### config.mk
export PLATFORM = sky130hd
export DESIGN_NAME = load_store_unit
export DESIGN_NICKNAME = d
export VERILOG_FILES = /design/src/rtl/load_store_unit.sv
export SDC_FILE = /design/constraint.sdc
export NUM_CORES = 1
export LEC_CHECK = 0
export ABC_AREA = 0
export BUFFER_PORTS_ARGS = -buffer_cell sky130_fd_sc_hd__buf_2
export CORE_ASPECT_RATIO = 0.6
export CORE_MARGIN = 2
export CORE_UTILIZATION = 40
export CTS_CLUSTER_DIAMETER = 100
export DETAILED_ROUTE_END_ITERATION = 10
export PLACE_DENSITY_LB_ADDON = 0.12
export RECOVER_POWER = 100
export SLEW_MARGIN = 20
export SYNTH_ARGS = -nofsm -noshare
export SYNTH_HDL_FRONTEND = slang
export SYNTH_SLANG_ARGS = --single-unit
### constraint.sdc
create_clock -name clk -period 2.1 [get_ports clk]
set_input_delay 0.21 -clock clk [delete_from_list [all_inputs] [get_ports clk]]
set_output_delay 0.21 -clock clk [all_outputs]
set_load 0.05 [all_outputs]
### src/rtl/load_store_unit.sv
// load_store_unit
//   Sits between the execute stage and the data bus. Accepts one memory
//   request at a time (LB/LH/LW/LBU/LHU/SB/SH/SW), checks alignment and funct3,
//   issues a single-cycle read or write strobe, waits for the bus to go idle,
//   and returns sign/zero-extended load data with misaligned/error flags.
//   Misaligned or illegal requests complete locally without touching the bus.
//
// Optional feature: define LSU_TIMEOUT_EN to abort a request that spends
//   TIMEOUT_CYCLES cycles in ISSUE+WAIT (responds with resp_error = 1).
//
// Ports
//   clk, rst           clock, asynchronous active-low reset
//   req_*              request handshake (valid/ready) and payload
//   resp_*             one-cycle completion pulse with data and status flags
//   bus_rd / bus_wd    single-cycle read / write strobes
//   bus_size_*         00 byte, 01 half, 10 word (_in write, _out read)
//   bus_addr_*         byte address (_in write, _out read)
//   bus_data_in        store data toward the bus
//   bus_data_out       load data from the bus
//   bus_ready/bus_busy bus flow control
module load_store_unit #(
    parameter int TIMEOUT_CYCLES = 16
) (
    input  logic        clk,
    input  logic        rst,
    input  logic        req_valid,
    output logic        req_ready,
    input  logic        req_we,
    input  logic [2:0]  req_funct3,
    input  logic [31:0] req_addr,
    input  logic [31:0] req_wdata,
    output logic        resp_valid,
    output logic [31:0] resp_rdata,
    output logic        resp_misaligned,
    output logic        resp_error,
    output logic        bus_rd,
    output logic        bus_wd,
    output logic [1:0]  bus_size_in,
    output logic [1:0]  bus_size_out,
    output logic [31:0] bus_addr_in,
    output logic [31:0] bus_addr_out,
    output logic [31:0] bus_data_in,
    input  logic [31:0] bus_data_out,
    input  logic        bus_ready,
    input  logic        bus_busy
);

    typedef enum logic [1:0] {
        IDLE  = 2'd0,
        ISSUE = 2'd1,
        WAIT  = 2'd2,
        RESP  = 2'd3
    } state_t;

    state_t      state, state_nxt;

    logic        we_q;
    logic [2:0]  funct3_q;
    logic [31:0] addr_q;
    logic [31:0] wdata_q;
    logic [31:0] result_q;
    logic        mis_q;
    logic        err_q;

    logic        req_ill;
    logic        req_mis;
    logic        bus_go;
    logic        active;
    logic        timeout;

    function automatic logic illegal_funct3(input logic we, input logic [2:0] f3);
        if (we)
            return f3[2] || (f3[1:0] == 2'b11);
        else
            return (f3 == 3'b011) || (f3 == 3'b110) || (f3 == 3'b111);
    endfunction

    // Size comes from funct3[1:0] for both loads and stores (LBU/LHU share it).
    function automatic logic misaligned(input logic [2:0] f3, input logic [1:0] a);
        case (f3[1:0])
            2'b01:   return a[0];
            2'b10:   return a != 2'b00;
            default: return 1'b0;
        endcase
    endfunction

    function automatic logic [31:0] load_extend(input logic [2:0] f3, input logic [31:0] d);
        case (f3)
            3'b000:  return {{24{d[7]}}, d[7:0]};
            3'b001:  return {{16{d[15]}}, d[15:0]};
            3'b100:  return {24'b0, d[7:0]};
            3'b101:  return {16'b0, d[15:0]};
            default: return d;
        endcase
    endfunction

    function automatic logic [31:0] store_data(input logic [1:0] sz, input logic [31:0] d);
        case (sz)
            2'b00:   return {24'b0, d[7:0]};
            2'b01:   return {16'b0, d[15:0]};
            default: return d;
        endcase
    endfunction

    // Misalignment is only meaningful for a legal funct3; illegal codes
    // report resp_error alone.
    assign req_ill = illegal_funct3(req_we, req_funct3);
    assign req_mis = !req_ill && misaligned(req_funct3, req_addr[1:0]);
    assign bus_go  = bus_ready && !bus_busy;
    assign active  = (state == ISSUE) || (state == WAIT);

`ifdef LSU_TIMEOUT_EN
    localparam int CNT_W = $clog2(TIMEOUT_CYCLES + 1);
    logic [CNT_W-1:0] wait_cnt;

    // Held at zero in IDLE so it starts from zero on entry to ISSUE.
    always_ff @(posedge clk or negedge rst) begin
        if (!rst)
            wait_cnt <= '0;
        else if (state == IDLE)
            wait_cnt <= '0;
        else if (active)
            wait_cnt <= wait_cnt + 1'b1;
    end

    // Fires during the TIMEOUT_CYCLES-th cycle spent in ISSUE+WAIT.
    assign timeout = active && (wait_cnt == CNT_W'(TIMEOUT_CYCLES - 1));
`else
    assign timeout = 1'b0;
`endif

    always_ff @(posedge clk or negedge rst) begin
        if (!rst)
            state <= IDLE;
        else
            state <= state_nxt;
    end

    always_comb begin
        state_nxt = state;
        case (state)
            IDLE: begin
                if (req_valid)
                    state_nxt = (req_ill || req_mis) ? RESP : ISSUE;
            end
            ISSUE: begin
                if (timeout)
                    state_nxt = RESP;
                else if (bus_go)
                    state_nxt = WAIT;
            end
            WAIT: begin
                if (timeout || !bus_busy)
                    state_nxt = RESP;
            end
            RESP: state_nxt = IDLE;
            default: state_nxt = IDLE;
        endcase
    end

    always_ff @(posedge clk or negedge rst) begin
        if (!rst) begin
            we_q     <= 1'b0;
            funct3_q <= 3'b0;
            addr_q   <= 32'b0;
            wdata_q  <= 32'b0;
            result_q <= 32'b0;
            mis_q    <= 1'b0;
            err_q    <= 1'b0;
        end else begin
            case (state)
                IDLE: begin
                    if (req_valid) begin
                        we_q     <= req_we;
                        funct3_q <= req_funct3;
                        addr_q   <= req_addr;
                        wdata_q  <= req_wdata;
                        result_q <= 32'b0;
                        mis_q    <= req_mis;
                        err_q    <= req_ill;
                    end
                end
                ISSUE, WAIT: begin
                    // A timed-out request reports zero data even if the bus
                    // happened to finish in the same cycle.
                    if (timeout) begin
                        err_q    <= 1'b1;
                        result_q <= 32'b0;
                    end else if (state == WAIT && !bus_busy) begin
                        result_q <= we_q ? 32'b0 : load_extend(funct3_q, bus_data_out);
                    end
                end
                default: ;
            endcase
        end
    end

    assign req_ready       = (state == IDLE);
    assign resp_valid      = (state == RESP);
    assign resp_rdata      = (state == RESP) ? result_q : 32'b0;
    assign resp_misaligned = (state == RESP) && mis_q;
    assign resp_error      = (state == RESP) && err_q;

    // Strobes are combinational so they last exactly the one ISSUE cycle in
    // which the bus accepts.
    assign bus_rd       = (state == ISSUE) && bus_go && !we_q;
    assign bus_wd       = (state == ISSUE) && bus_go && we_q;
    assign bus_size_out = (active && !we_q) ? funct3_q[1:0] : 2'b00;
    assign bus_addr_out = (active && !we_q) ? addr_q : 32'b0;
    assign bus_size_in  = (active && we_q) ? funct3_q[1:0] : 2'b00;
    assign bus_addr_in  = (active && we_q) ? addr_q : 32'b0;
    assign bus_data_in  = (active && we_q) ? store_data(funct3_q[1:0], wdata_q) : 32'b0;

endmodule

==> results of run 1 <==
[layout make-up]
cell class                      count  area [µm²]
Fill cell                        1166        5440
Inverter                            4        15.0
Sequential cell                   104        2600
Multi-Input combinational cell    341        2470
Clock inverter                      5        38.8
Antenna cell                        2        5.00
Clock buffer                       11         243
Timing Repair Buffer              265        1750
Tap cell                          170         213
[cells by family after synthesis]
logic type,count (synthesis),synth area share [%]
compound gates,54,7.20
fa+ha+maj,7,1.68
buf+inv,41,3.33
flops,104,49.9
mux,68,14.6
simple gates,212,23.3
[per-layer routing]
layer / global-route usage (%) / part of all wire, %
met1: 27.0 / 45
met3: 6.50 / 7.6
met2: 32.7 / 46
met5: 0 / 0
met4: 5.53 / 1.2
[worst register-to-register path: cells and delay by family (launching register included)]
kind,cells,cell delay [ns]
buffers and inverters,2,0.36
multiplexers,1,0.36
flip-flops,1,0.37
AND/OR/NAND/NOR,1,0.45
adder cells (fa/ha/maj),1,0.18
[cells in the mapped netlist, drive strengths merged]
cell | n | area, µm²
a211o | 1 | 8.76
a21o | 1 | 7.51
a21oi | 1 | 5.00
a22o | 8 | 70.1
a31o | 1 | 8.76
and2 | 92 | 576
and2b | 1 | 10.0
and3 | 43 | 269
buf | 9 | 53.8
clkbuf | 28 | 105
dfrtp | 104 | 2600
ha | 7 | 87.6
inv | 4 | 15.0
mux2 | 66 | 743
mux2i | 2 | 20.0
nand2 | 48 | 180
nand2b | 1 | 6.26
nor2 | 5 | 18.8
nor2b | 20 | 125
nor3b | 1 | 18.8
o211a | 1 | 10.0
o21a | 1 | 7.51
o21ai | 38 | 239
o22a | 1 | 8.76
o32a | 1 | 10.0
or4b | 1 | 10.0
[stage by stage]
| step | area [µm²] | worst slack [ns] |
|---|---|---|
| after CTS | 7210 | 0.0219 |
| final | 7330 | 0.0536 |
| after global routing | 7330 | -0.0124 |
| after floorplan | 5230 | 0.0419 |
| after detailed placement | 6690 | 0.187 |
| after global placement | 6690 | 0.232 |
[power by group]
part,switching (mW),internal (mW)
clock,0.759,0.849
sequential,0.608,2.97
combinational,5.88,3.10
total,7.24,6.92
[flip-flops by register name (all words and copies together), names as in the netlist]
| signal | count |
|---|---|
| funct3_q | 3 |
| result_q | 32 |
| mis_q | 1 |
| state | 2 |
| err_q | 1 |
| wdata_q | 32 |
| we_q | 1 |
| addr_q | 32 |
[final timing paths]
check                           slack [ns]                startpoint  cells after the start                        to
worst min register to register        0.48  result_q[25]$_DFFE_PN0P_                      2  result_q[25]$_DFFE_PN0P_
min in group asynchronous             0.62                       rst                      2   wdata_q[23]$_DFFE_PN0P_
worst min-delay path                  0.07             req_wdata[23]                      2   wdata_q[23]$_DFFE_PN0P_
max in group asynchronous             0.59                       rst                      3  result_q[20]$_DFFE_PN0P_
worst max-delay path                  0.05      state[1]$_DFFE_PN0P_                      6          bus_addr_out[26]
worst max register to register        0.26      state[1]$_DFFE_PN0P_                      5    addr_q[30]$_DFFE_PN0P_
[repair_timing]
action	CTS	global route
pin swaps	0	1
cloned	1	1
resized for setup	67	28
buffers inserted	2	2
endpoints found under the setup margin	97	95
hold buffers	1	0
endpoints found under the hold margin	39	0
==> metrics.txt, run 1 <==
HPWL Detailed=~10 mm; Starting DRT DRC Count=between 150 and 200; Cell Pwr Density=between 1500 and 2000 mW/mm²; Area Growth Syn to Fin=40.5%; Core Util, Final=between 50 and 60%; Startpoint Class=flip-flop; final cell count without fillers=between 900 and 1k; Ports=243; Worst-Skew Late Latency=between 0.3 and 0.4 ns; final wirelength=roughly 14 mm; DR vias/cell=about 5; Remaining DRCs=0; FP Rows=32; WS Path Type=flip-flop to output pin; core area=0.0128 mm²; total chip power=about 14 mW; crit path buf inv count=3; TritonCTS Buffers=9; sequential element share of the synthesized area=between 40 and 50%; CTS root buffer=clkbuf_16; CTS tree=built; Synth Instances=about 490; Cell Chain, Critical Path=inv_2 -> ha_4 -> and2b_4 -> buf_12 -> and2_1 -> buf_6; Slew @ Worst Pin=around 1.1 ns; die area=0.0140 mm²; commonest non-fill, non-tap cell in the layout=buf_2; nets=about 840; Synth cell types=32; peak supply drop=roughly 0.83 mV; remaining global-route overflow=0; outcome=finished, final reports clean; gr usage total=between 20% and 30%; Critical Path Max Stage Delay=around 0.37 ns; CTS H-tree lvls=3; Setup crit end kind=output pin; syn nets=between 500 and 600; slowest stage cell, crit path=dfrtp_1; worst path arrival time=roughly 1.8 ns; Syn Area/Cell=between 10 and 15 µm²; clk_skew=0.00866 ns; post-route ant nets=0; largest net degree at the start of global routing=44; post-synth design cell area=between 0.005 and 0.006 mm²; yosys warns=0; vias in the first global route=about 4.3k; WHS=about 0.070 ns; RSZ-0062 raised after global routing=true; first-pass GRT wire length=between 20 and 25 mm; CTS Sinks=between 100 and 150; initial antenna violation count=2; Fmax=between 0.4 and 0.5 GHz; most frequent cells in the layout=buf_2 (190), dfrtp_1 (103), and2_1 (82); routed wire length per instance=around 16 µm; worst-path maximum fanout=21; Initial Utilization=around two fifths; Critical Path RT=~1.9 ns; Leakage=just under 4 nW; Worst-path clk slew=roughly 0.08 ns; placed cells=~900; Die H=92.5 µm; Tcrit/Tclk final=between 90% and 100%; Fin. Hold Viols=0; Setup TNS=0 ns; share of post-route cells with drive strength above 1=44.0%; GP Congestion=~0.80; CTS Buffer Depth=2; count of buffers from port buffering=242; DRT Pass-1 Iters=6; via count=~4.4k; Max Cap Violations=0; worst min path class=input pin to flip-flop; Top delay family on crit path=simple AND/OR/NAND/NOR gates; crit path time final=2.05 ns; post-synthesis register bit count=104; Max-slew headroom=between 20% and 30%; Slew Limit Fails=0; die width=roughly 150 µm; endpoints failing setup=0
Power figures use the tool's default switching activity.
==> inputs of run 2 (changes only) <==
- CTS_BUF_LIST: default -> sky130_fd_sc_hd__clkbuf_8 sky130_fd_sc_hd__clkbuf_16
- SLEW_MARGIN: 20 -> default
- TNS_END_PERCENT: default -> 30
==> metrics.txt, run 2 (synthesis results as in run 1) <==
outcome=finished, violations left; failing checks=setup timing; Cell Pwr Density=1980 mW/mm² (+2.3%); most frequent cells in the layout=buf_2 (194), dfrtp_1 (104), and2_1 (73); endpoints failing setup=7 (+7); count of buffers from port buffering=242 (unchanged); Die H=92.5 µm (unchanged); worst-path maximum fanout=16 (-24%); Max-slew headroom=19.8% (-5.4 points); RSZ-0062 raised after global routing=true; top flop regs=addr_q x32, result_q x32, wdata_q x32; CTS root buffer=clkbuf_16; total chip power=14.7 mW (+4.0%); share of post-route cells with drive strength above 1=45.0% (+1.0 points); Setup crit end kind=output pin; HPWL Detailed=10.2 mm (-2.3%); crit path time final=2.12 ns (+0.0707 ns); routed wire length per instance=15.9 µm (-0.94%); via count=4376 (-0.88%); Core Util, Final=58.3% (+0.95 points); core area=0.0128 mm² (unchanged); CTS Sinks=104 (unchanged); Worst-path clk slew=0.08 ns (about the same); nets=836 (-0.12%); remaining global-route overflow=0 (unchanged); WHS=0.0690 ns (-0.000563 ns); die area=0.0140 mm² (unchanged); number of fill cells in the layout=1120 (-3.9%); Area Growth Syn to Fin=42.8%; Post-Place Worst Slack=-0.0740 ns (-0.261 ns); Initial Utilization=40.8% (unchanged); Fin. Hold Viols=0 (unchanged); antenna cells=0 (-2); Slew Limit Fails=0 (unchanged); CTS Buffer Depth=2 (unchanged); peak supply drop=0.999 mV (+20%); Leakage=3.99 nW (+1.6%); TritonCTS Buffers=9 (unchanged); worst min path class=input pin to flip-flop; die width=151 µm (unchanged); DR vias/cell=4.87 (-0.55%); final wirelength=14.3 mm (-1.3%); Fmax=0.472 GHz (-3.3%); WS Path Type=flip-flop to output pin; initial antenna violation count=0 (-2); Tcrit/Tclk final=101% (+3.4 points); Max Cap Violations=0 (unchanged); GP Congestion=0.789 (-1.5%); gr usage total=19.3% (-1.1 points); Critical Path RT=1.89 ns (about the same); CTS H-tree lvls=3 (unchanged); Remaining DRCs=0 (unchanged); Starting DRT DRC Count=164 (+2.5%); Startpoint Class=flip-flop; largest net degree at the start of global routing=60 (+36%); commonest non-fill, non-tap cell in the layout=buf_2; DRT Pass-1 Iters=4 (-2); FP Rows=32 (unchanged); Slew @ Worst Pin=1.20 ns (+0.0803 ns); post-route ant nets=0 (unchanged); final worst slack=-0.0171 ns (-0.0707 ns); Worst-Skew Late Latency=0.35 ns (about the same); first-pass GRT wire length=21.2 mm (-4.7%); vias in the first global route=4157 (-3.8%); CTS tree=built; worst path arrival time=1.91 ns (+0.07 ns); clk_skew=0.0111 ns (+0.00240 ns); Ports=243 (unchanged)
[run 2: changes by cell type in the layout (fill, tap and decap cells not counted), sizes merged]
cell	delta
buf	-11
clkbuf	+8
bufinv	+2
diode	-2
clkinvlp	-1
inv	+1
[run 2: path summary, 6_finish.rpt]
kind | depth (start not counted) | from | end | slack (ns)
worst max-delay path | 7 | state[1]$_DFFE_PN0P_ | bus_addr_out[29] | -0.02
worst min-delay path | 2 | req_wdata[1] | wdata_q[1]$_DFFE_PN0P_ | 0.07
worst max register to register | 5 | state[1]$_DFFE_PN0P_ | addr_q[6]$_DFFE_PN0P_ | 0.13
worst min register to register | 2 | result_q[29]$_DFFE_PN0P_ | result_q[29]$_DFFE_PN0P_ | 0.47
max in group asynchronous | 3 | rst | wdata_q[28]$_DFFE_PN0P_ | 0.30
min in group asynchronous | 2 | rst | result_q[6]$_DFFE_PN0P_ | 0.65
[run 2: layout make-up]
cell class / count / area (µm²) / share of cell area [%]
sequential: 104 / 2600 / 34.9
multi-input combinational: 341 / 2510 / 33.7
timing repair buffer: 264 / 1780 / 23.9
clock buffer: 9 / 225 / 3.02
tap: 170 / 213 / 2.85
clock inverter: 7 / 101 / 1.36
inverter: 4 / 15.0 / 0.202
[run 2: report_power, final]
part / switching, mW / total (mW) / internal [mW]
Sequential: 0.611 / 3.58 / 2.97
Clock: 0.768 / 1.83 / 1.06
Combinational: 5.93 / 9.32 / 3.39
Total: 7.31 / 14.7 / 7.43
[run 2: metal layers]
layer | vias to the layer above | track usage (%) | routed length (µm)
met1 | 2097 | 25.6 | 6410
met3 | 16 | 6.21 | 1160
li1 | 2107 | - | -
met2 | 156 | 30.9 | 6520
met4 | 0 | 4.67 | 171
met5 | - | 0 | 0
[run 2: repair_timing]
action / CTS / global route
pin swaps: 0 / 7
setup endpoints to repair: 114 / 111
hold buffers: 1 / 0
hold endpoints to repair: 21 / 0
gates cloned: 0 / 2
buffers inserted: 1 / 6
resized for setup: 45 / 78
[run 2: worst max-delay path: stages, from the launching register on]
cell and delay (ns):
dfrtp_1 0.39, inv_2 0.08, ha_4 0.32, and2b_4 0.20, buf_12 0.11, clkbuf_16 0.15
and2_1 0.16, buf_6 0.16
[run 2: per-stage QoR]
step	area, µm²	std cells	setup TNS (ns)
3_3_place_gp	6630	873	0
6_report	7450	899	-0.0383
5_1_grt	7450	899	-1.61
2_1_floorplan	5220	486	-0.538
4_1_cts	7100	891	0
3_5_place_dp	6630	873	-0.779
==> inputs of run 3 (changes only) <==
- CORE_ASPECT_RATIO: 0.6 -> default
==> metrics.txt, run 3 (synthesis results as in run 1) <==
Area Growth Syn to Fin=36.8%; TritonCTS Buffers=9 (unchanged); RSZ-0062 raised after global routing=false; vias in the first global route=4360 (+4.9%); number of fill cells in the layout=1176 (+5.0%); Remaining DRCs=0 (unchanged); crit path time final=2.02 ns (-0.0994 ns); WHS=0.0749 ns (+0.00587 ns); Worst-Skew Late Latency=0.34 ns (about the same); endpoints failing setup=0 (-7); antenna cells=0 (unchanged); Leakage=3.79 nW (-4.9%); first-pass GRT wire length=22.2 mm (+4.8%); most frequent cells in the layout=buf_2 (138), dfrtp_1 (104), and2_1 (85); WP depth=6 (-1); Die H=118 µm (+28%); total chip power=13.6 mW (-7.9%); crit path buf inv count=3 (-1); Worst-path clk slew=0.07 ns (about the same); Starting DRT DRC Count=223 (+36%); Critical Path Max Stage Delay=0.38 ns (about the same); FP Rows=41 (+28%); Max-slew headroom=32.5% (+13 points); via count=4280 (-2.2%); remaining global-route overflow=0 (unchanged); initial antenna violation count=0 (unchanged); WS Path Type=flip-flop to output pin; Cell Pwr Density=1900 mW/mm² (-3.8%); Hold Path Cell Cnt=2 (unchanged); CTS Sinks=104 (unchanged); final wirelength=14.0 mm (-1.9%); Ports=243 (unchanged); slowest stage cell, crit path=dfrtp_1; Post-Place Worst Slack=0.122 ns (+0.196 ns); Critical Path RT=1.89 ns (about the same); Hold Path Origin=req_addr[9]; core area=0.0127 mm² (-0.79%); routed wire length per instance=15.6 µm (-1.7%); worst path arrival time=1.81 ns (-0.10 ns); Finished Cell Area=0.00714 mm² (-4.2%); Fmax=0.496 GHz (+4.9%); gr usage total=19.7% (+0.36 points); Core Util, Final=56.3% (-2.0 points); reg2reg start=state[0]$_DFFE_PN0P_; largest net degree at the start of global routing=55 (-8.3%); reg2reg path depth=6 (+1); Slew @ Worst Pin=1.01 ns (-0.192 ns); share of post-route cells with drive strength above 1=41.1% (-3.9 points); CTS H-tree lvls=3 (unchanged); die width=118 µm (-22%); Top delay family on crit path=buffers and inverters; GP Congestion=0.815 (+3.3%); Startpoint Class=flip-flop; Fin. Hold Viols=0 (unchanged); HPWL Detailed=9.99 mm (-2.0%); Setup crit end kind=output pin; outcome=finished, final reports clean; Tcrit/Tclk final=96.1% (-4.7 points); Max Cap Violations=0 (unchanged); CTS root buffer=clkbuf_16; CTS tree=built; top flop regs=addr_q x32, result_q x32, wdata_q x32; final worst slack=0.0823 ns (+0.0994 ns); DRT Pass-1 Iters=4 (unchanged); count of buffers from port buffering=242 (unchanged); commonest non-fill, non-tap cell in the layout=buf_2; clk_skew=0.00669 ns (-0.00438 ns); Cell Chain, Critical Path=inv_2 -> ha_4 -> and3_4 -> buf_6 -> and2_1 -> clkbuf_4; peak supply drop=1.24 mV (+24%); CTS Buffer Depth=2 (unchanged); Initial Utilization=41.2% (+0.33 points); Critical path origin=state[1]$_DFFE_PN0P_; worst-path maximum fanout=8 (-8); die area=0.0140 mm² (-0.21%); nets=833 (-0.36%); Slew Limit Fails=0 (unchanged); post-route ant nets=0 (unchanged); placed cell area=0.00666 mm² (+0.45%); worst min path class=input pin to flip-flop; DR vias/cell=4.77 (-2.0%)
## run 3: changes by cell type in the layout (fill, tap and decap cells not counted), moves of 5 or more
cell	before	now
o21ai_0	13	36
buf_4	15	34
clkbuf_2	0	53
and2_4	17	0
buf_2	194	138
and2_0	0	5
o21ai_2	10	0
buf_8	16	0
o21ai_1	14	1
and2_1	73	85
## run 3: layout make-up
type                            count  area [µm²]  share of cell area, %
Timing Repair Buffer              261        1590                   22.3
Sequential cell                   104        2600                   36.5
Tap cell                          172         215                   3.02
Multi-Input combinational cell    341        2420                   33.9
Clock inverter                      2        12.5                  0.175
Clock buffer                       13         280                   3.93
Inverter                            4        15.0                  0.210
## run 3: per-stage QoR
stage | TNS (ns) | instances
after floorplan | -0.538 | 486
after global placement | 0 | 877
after detailed placement | 0 | 877
after CTS | 0 | 896
after global routing | 0 | 897
final | 0 | 897
## run 3: per-layer routing
layer  GRT usage (%)  vias to the layer above  wire, µm
met3            5.69                       19      1040
met4            6.85                        0       258
met1            24.5                     2022      5860
met2            32.7                      142      6830
li1                -                     2097         -
met5               0                        -         0
## run 3: worst reg2reg max path: cells and delay by family (launching register included)
| kind | cells | cell delay, ns |
|---|---|---|
| AO/OA/AOI/OAI | 2 | 0.63 |
| adder cells (fa/ha/maj) | 1 | 0.22 |
| buffers and inverters | 2 | 0.45 |
| flip-flops | 1 | 0.39 |
| AND/OR/NAND/NOR | 1 | 0.13 |
## run 3: power by group
| part | total (mW) | leakage [nW] | internal, mW | switching, mW |
|---|---|---|---|---|
| Combinational | 8.39 | 2.36 | 2.70 | 5.68 |
| Sequential | 3.56 | 1.29 | 2.97 | 0.585 |
| Clock | 1.63 | 0.144 | 0.926 | 0.705 |
## run 3: worst paths after layout
check / slack, ns / end
worst max register to register: 0.18 / result_q[11]$_DFFE_PN0P_
worst max-delay path: 0.08 / bus_data_in[19]
max in group asynchronous: 0.64 / wdata_q[1]$_DFFE_PN0P_
min in group asynchronous: 0.57 / addr_q[25]$_DFFE_PN0P_
worst min-delay path: 0.07 / addr_q[9]$_DFFE_PN0P_
worst min register to register: 0.47 / result_q[7]$_DFFE_PN0P_
## run 3: repair_timing
action | 4_1_cts | 5_1_grt
hold buffers | 1 | 0
endpoints found under the setup margin | 100 | 36
buffers inserted | 3 | 0
hold endpoints to repair | 37 | 0
gates resized for setup | 53 | 39
gates cloned | 0 | 1
